==> config.mk <==
export PLATFORM = sky130hd
export DESIGN_NAME = cic_decimator
export DESIGN_NICKNAME = d
export VERILOG_FILES = /design/src/rtl/cic_decimator.sv
export SDC_FILE = /design/constraint.sdc
export NUM_CORES = 1
export LEC_CHECK = 0
export BUFFER_PORTS_ARGS = -buffer_cell sky130_fd_sc_hd__buf_2
export CORE_ASPECT_RATIO = 0.7
export CORE_MARGIN = 3
export CORE_UTILIZATION = 60
export DETAILED_ROUTE_END_ITERATION = 10
export GPL_TIMING_DRIVEN = 0
export PLACE_DENSITY = 0.8
export SETUP_SLACK_MARGIN = 0.02
export SYNTH_ARGS = -nofsm -noshare
export SYNTH_HDL_FRONTEND = slang
export SYNTH_SLANG_ARGS = --single-unit
==> constraint.sdc <==
create_clock -name CLK -period 5.3 [get_ports CLK]
set_clock_uncertainty 0.1 [all_clocks]
set_input_delay 0.53 -clock CLK [delete_from_list [all_inputs] [get_ports CLK]]
set_output_delay 0.53 -clock CLK [all_outputs]
set_load 0.005 [all_outputs]
==> src/rtl/cic_decimator.sv <==
// cic_decimator: 3rd-order CIC low-pass, decimate by 2^DECIM_LOG2, serial comb on one shared subtractor.
// Define CIC_ROUND_EN for round-half-up output with positive clamp; default is floor truncation.
module cic_decimator #(
  parameter int DECIM_LOG2 = 4
) (
  input  logic        CLK,
  input  logic        RST,
  input  logic        TICK,
  input  logic [15:0] IN,
  output logic [15:0] OUT,
  output logic        VALID
);
  localparam int S = 3 * DECIM_LOG2;
  localparam int W = 16 + S;
  typedef enum logic [1:0] {IDLE, C1, C2, C3} state_t;
  state_t state_q;
  logic signed [W-1:0] i1_q, i2_q, i3_q, d1_q, d2_q, d3_q, y_q;
  logic signed [W-1:0] x, sub_a, sub_b, z;
  logic [DECIM_LOG2-1:0] cnt_q;
  logic [15:0] out_d;
  assign x = {{S{IN[15]}}, IN};
  always_comb begin
    sub_a = state_q == C1 ? i3_q : y_q;
    sub_b = state_q == C1 ? d1_q : state_q == C2 ? d2_q : d3_q;
    z = sub_a - sub_b;
  end
`ifdef CIC_ROUND_EN
  localparam logic signed [W-1:0] HALF = W'(1) << (S - 1);
  logic signed [W-1:0] zr;
  // a sign flip caused by the rounding add can only be positive overflow
  always_comb begin
    zr = z + HALF;
    out_d = (!z[W-1] && zr[W-1]) ? 16'h7FFF : 16'(zr >>> S);
  end
`else
  always_comb out_d = 16'(z >>> S);
`endif
  always_ff @(posedge CLK) begin
    if (RST) begin
      i1_q <= '0;
      i2_q <= '0;
      i3_q <= '0;
      d1_q <= '0;
      d2_q <= '0;
      d3_q <= '0;
      y_q <= '0;
      cnt_q <= '0;
      state_q <= IDLE;
      OUT <= 16'h0000;
      VALID <= 1'b0;
    end else begin
      VALID <= 1'b0;
      if (TICK) begin
        i1_q <= i1_q + x;
        i2_q <= i2_q + i1_q;
        i3_q <= i3_q + i2_q;
        cnt_q <= cnt_q + DECIM_LOG2'(1);
      end
      case (state_q)
        IDLE: if (TICK && &cnt_q) state_q <= C1;
        C1: begin
          y_q <= z;
          d1_q <= i3_q;
          state_q <= C2;
        end
        C2: begin
          y_q <= z;
          d2_q <= y_q;
          state_q <= C3;
        end
        default: begin
          d3_q <= y_q;
          OUT <= out_d;
          VALID <= 1'b1;
          state_q <= IDLE;
        end
      endcase
    end
  end
endmodule

Word level (Yosys, flattened, before mapping)
Cells that the tools add are included.

Multiplexer cells: 6. Equality and inequality tests: 3. Add/subtract/negate cells: 5. Reductions and logical operators: 5.

Operator list (number): $mux W28 (3); $add A28 B28 Y28 (2); $add A28 B16 Y28 (1); $sub A28 B28 Y28 (1); $pmux W2 S3 (1); $add A4 B1 Y4 const B (1); $reduce_and A4 Y1 (1); $reduce_or A3 Y1 (1); $eq A2 B1 Y1 const B (1); $eq A2 B2 Y1 const B (1); $logic_not A2 Y1 (1); $mux W2 (1); $ne A2 B2 Y1 const B (1); $reduce_or A2 Y1 (1); $logic_and A1 B1 Y1 (1); $mux W1 (1).

Bits of input ports: 19. Register bits after elaboration: 219. Output and inout bits: 17. Word-level logic and storage cells: 30.

Depth between registers and ports, before layout
Word-level depth: 4. Mapped depth: 20. Depth with buffers taken out: 17.

Least setup slack after synthesis
No wires, ideal clock.

Path type: reg-to-reg. Start point: register state_q[0]. End point: register OUT[10]. Library setup time: 132 ps. Setup slack: 935 ps. Data arrival time: 4133 ps. Data required time: 5068 ps. Cell stages (with the launch flop): 21. Path through: dfxtp_1 > inv_1 > ha_1 > clkbuf_1 > buf_1 > buf_1 > mux2i_1 > o21ai_0 > ha_1 > inv_1 > fa_1 > a21oi_1 > o21ai_0 > a211oi_1 > o21ai_0 > a22oi_1 > a211oi_1 > o21a_1 > or3_1 > nand3_1 > a21oi_1.

Word-level cells in the longest chain between the ends: 4. Elaborated cells on any way between the ends: 8. Those cells by class: 1 x add/sub; 2 x eq/ne; 3 x mux; 2 x reduce/logical.

RTL lines: start: declaration (line 16) `state_t state_q;`; start signal: assignment (line 48) `state_q <= IDLE;`; start signal: assignment (line 60) `IDLE: if (TICK && &cnt_q) state_q <= C1;`; start signal: assignment (line 64) `state_q <= C2;`; $eq A2 B2 Y1 (line 24, 59); $mux W28 (2 in a row) (line 24) `sub_b = state_q == C1 ? d1_q : state_q == C2 ? d2_q : d3_q;`; $sub A28 B28 Y28 (line 25) `z = sub_a - sub_b;`; end signal: assignment (line 73) `OUT <= out_d;`; end: declaration (line 10) `output logic [15:0] OUT,`.

Parallel ways exist; a longest one is shown, timed or not. A chain may end at the register's enable or synchronous reset.

Worst setup path after layout
Start point: register state_q[1]. End point: register OUT[14].

The elaborated chain is that of the path after synthesis.

==> reports/results.ini <==
[floorplan]
num_rows = 45
start_util = 0.6243
die_x_um = 187.4
ioPinCount = 36
die_h_um = 132.9
core_area_sq_mm = 0.02213
fp.dieArea_sq_mm = 0.02491

[detailed_routing]
drt-vias-per-instance = 6.125
wl_per_cell_um = 18.95
antenna_left = 0
drc_errors = 0
drt_pre_antenna_iters = 5
drtIter0Drc = 1215
vias = 12494
wl_um = 38650

[final_layout]
nets = 1855
regArea_sq_mm = 0.004384
final_util = 0.6862
layout-drive-gt1-share = 0.05937
diodes = 0
area_growth_pct = 9.928
nFillCells = 1838
multi_input_area_sq_mm = 0.008925

[grt]
grt_max_degree = 15
first_global_vias = 11794
globalRoute.totalOverflow = 0
grt_antenna_before_repair = 0
grtUsageTotal = 0.3058
grt_pass1_wl_um = 62200

[cts]
cts_buffer_depth = 3
cts.repair.resized = 3
cts_buffers = 23
cts_hold_buffers = 0
post_cts_buffers = 0
cts-root-buf = clkbuf_16
cts_sinks = 219
cts-htree-levels = 1
cts_tree = yes
clkLatencyLatePin_ps = 540
path_clk_slew_ps = 60

[run]
maxCapViolCount = 0

[worst_setup_path]
cp_max_fo = 10
critPathLaunchType = register
required_ps = 5580
crit_path_end = OUT[14]
crit_arrival_ps = 5260
setup.worst_path.start = state_q[1]
regToRegStartpoint = state_q[1]
reg2reg_depth = 20
endpoint_kind = register
rrSetupSlack_ps = 320
r2r-end = OUT[14]
crit_type = register to register

[synthesis]
mappedNetlistArea_sq_mm = 0.01381
ys_ff_latch = 219
ys_seq_area_frac = 0.3174
synth_edf_count = 0
synth_flop_cell = dfxtp_1
syn_nets = 1796
syn_inst = 1660
async_reset_ff_frac = 0
ys_warn_count = 0
syn_avg_cell_area_sq_um = 8.321
synth_cell_types = 69

[min_path]
min_path_type = input pin to register

[sta]
rsz0062_at_grt = false
setup_violations = 0
postLayoutSetupSlackWorst_ps = 318.5
slew_viol_final = 0
period_share = 0.9399
tightest_slew_ps = 1011
fin_crit_ps = 4981
relSlewSlack = 0.3262
hold_viol = 0
max_freq_mhz = 200.7

[run_status]
outcome = finished, final reports clean

[power]
ir_worst_vdd_mv = 0.2653
power.density_mw_per_mm2 = 416.1
fin_total_pwr_mw = 6.319
power.leakage_nw = 6.396

[place]
dp_hpwl_um = 28430
pre_cts_ws_ps = -216.1
gp_congestion = 0.9567
portBuffers = 34

## registers in the layout, indices dropped and copies added, names as in the netlist
register  flops
d1_q         28
d2_q         28
i1_q         28
i2_q         28
state_q       2
d3_q         28
y_q          28
cnt_q         4
VALID         1
OUT          16
i3_q         28
## layout by cell type, fill, tap and decap left out, drive strengths merged, types with 15 or more instances in the layout
cell | Yosys | final
mux2i | 165 | 165
a211oi | 38 | 38
clkbuf | 58 | 87
nand3 | 21 | 21
nand4 | 16 | 16
a21oi | 153 | 153
nor2 | 259 | 259
a21o | 44 | 44
nor3 | 16 | 16
nand2 | 95 | 95
buf | 21 | 54
ha | 113 | 113
xor2 | 30 | 30
xnor2 | 58 | 58
o21a | 16 | 16
dfxtp | 219 | 219
o21ai | 85 | 85
nand2b | 46 | 46
o21bai | 16 | 16
nor2b | 15 | 15
inv | 58 | 59
## kinds of logic after synthesis
group | after synthesis | synth area share
buf+inv | 138 | 0.03750
fa+ha+maj | 117 | 0.1082
mux | 167 | 0.1212
simple gates | 508 | 0.1653
xor+xnor | 88 | 0.05580
compound gates | 423 | 0.1947
flops | 219 | 0.3174
## per-stage QoR
step                      TNS (ps)  area (sq um)  instances  hold slack, ps
final                            0         15180       2040           275.1
after global routing             0         15180       2040           300.8
after CTS                        0         15170       2040           263.3
after detailed placement    -953.8         14370       1999           364.1
after global placement      -692.9         14370       1999           356.9
after floorplan                  0         13810       1660           350.1
## metal layers
layer / global-route usage / part of all wire / up-vias
met5: 0 / 0 / -
met4: 0.06798 / 0.020 / 0
met3: 0.05535 / 0.092 / 64
met2: 0.4435 / 0.41 / 512
met1: 0.4690 / 0.48 / 5918
li1: - / - / 6000
## cell usage after synthesis, types with 5 or more instances
| master | number | area [sq um] |
|---|---|---|
| dfxtp_1 | 219 | 4384 |
| nand4_1 | 16 | 100.1 |
| a31o_2 | 7 | 61.31 |
| buf_1 | 21 | 78.83 |
| nor2_1 | 258 | 968.4 |
| clkbuf_1 | 58 | 217.7 |
| a211oi_1 | 37 | 277.8 |
| ha_1 | 113 | 1414 |
| a21o_1 | 44 | 330.3 |
| or3_1 | 6 | 37.54 |
| o21ai_1 | 7 | 35.03 |
| mux2i_1 | 165 | 1652 |
| nor2b_1 | 15 | 93.84 |
| o21a_1 | 16 | 120.1 |
| a21oi_1 | 152 | 760.7 |
| nand2_1 | 95 | 356.6 |
| and3_1 | 10 | 62.56 |
| xnor2_1 | 58 | 508.0 |
| nand2b_1 | 46 | 287.8 |
| o211ai_1 | 5 | 37.54 |
| o21bai_1 | 16 | 120.1 |
| a31oi_1 | 6 | 37.54 |
| nand3_1 | 21 | 105.1 |
| o21ai_0 | 78 | 390.4 |
| and2_1 | 5 | 31.28 |
| nor3_1 | 15 | 75.07 |
| inv_1 | 58 | 217.7 |
| xor2_1 | 30 | 262.8 |
## how the worst min path moves through the flow
stage               startpoint        to  slack (ps)  cells after the start
floorplan             d1_q[10]  d1_q[10]         350                      2
global placement      d1_q[24]  d1_q[24]         360                      2
detailed placement     d1_q[2]   d1_q[2]         360                      2
CTS                      IN[0]   i1_q[0]         260                      4
global route             IN[0]   i1_q[0]         300                      4
finish                   IN[0]   i1_q[0]         280                      4
## cell type report
class,count,share of cell area
repair buffers,34,0.01121
multi-input cells,1303,0.5878
plain buffers,79,0.02002
well taps,305,0.02513
clock inverters,13,0.01145
flip-flops and latches,219,0.2887
clock buffers,28,0.04112
inverters,59,0.01458
## worst max-delay path, cell delays in order, from the launching register on
cell	delay (ps)
dfxtp_1	340
inv_1	110
ha_1	190
clkbuf_1	380
clkbuf_2	320
clkbuf_2	340
nand2_1	80
o21ai_0	80
ha_1	230
inv_1	70
fa_1	410
a21oi_1	140
o21ai_0	180
a211oi_1	350
o21ai_0	210
a22oi_2	350
a211o_1	240
a21oi_1	100
or3_1	390
nand3_1	120
a21oi_1	90
## power by group
| group | leakage, nW | switching [mW] | internal, mW |
|---|---|---|---|
| Sequential | 1.78 | 0.133 | 1.78 |
| Clock | 0.392 | 0.710 | 1.03 |
| Combinational | 4.23 | 1.61 | 1.06 |
| Total | 6.40 | 2.45 | 3.87 |
Power figures use the tool's default switching activity.
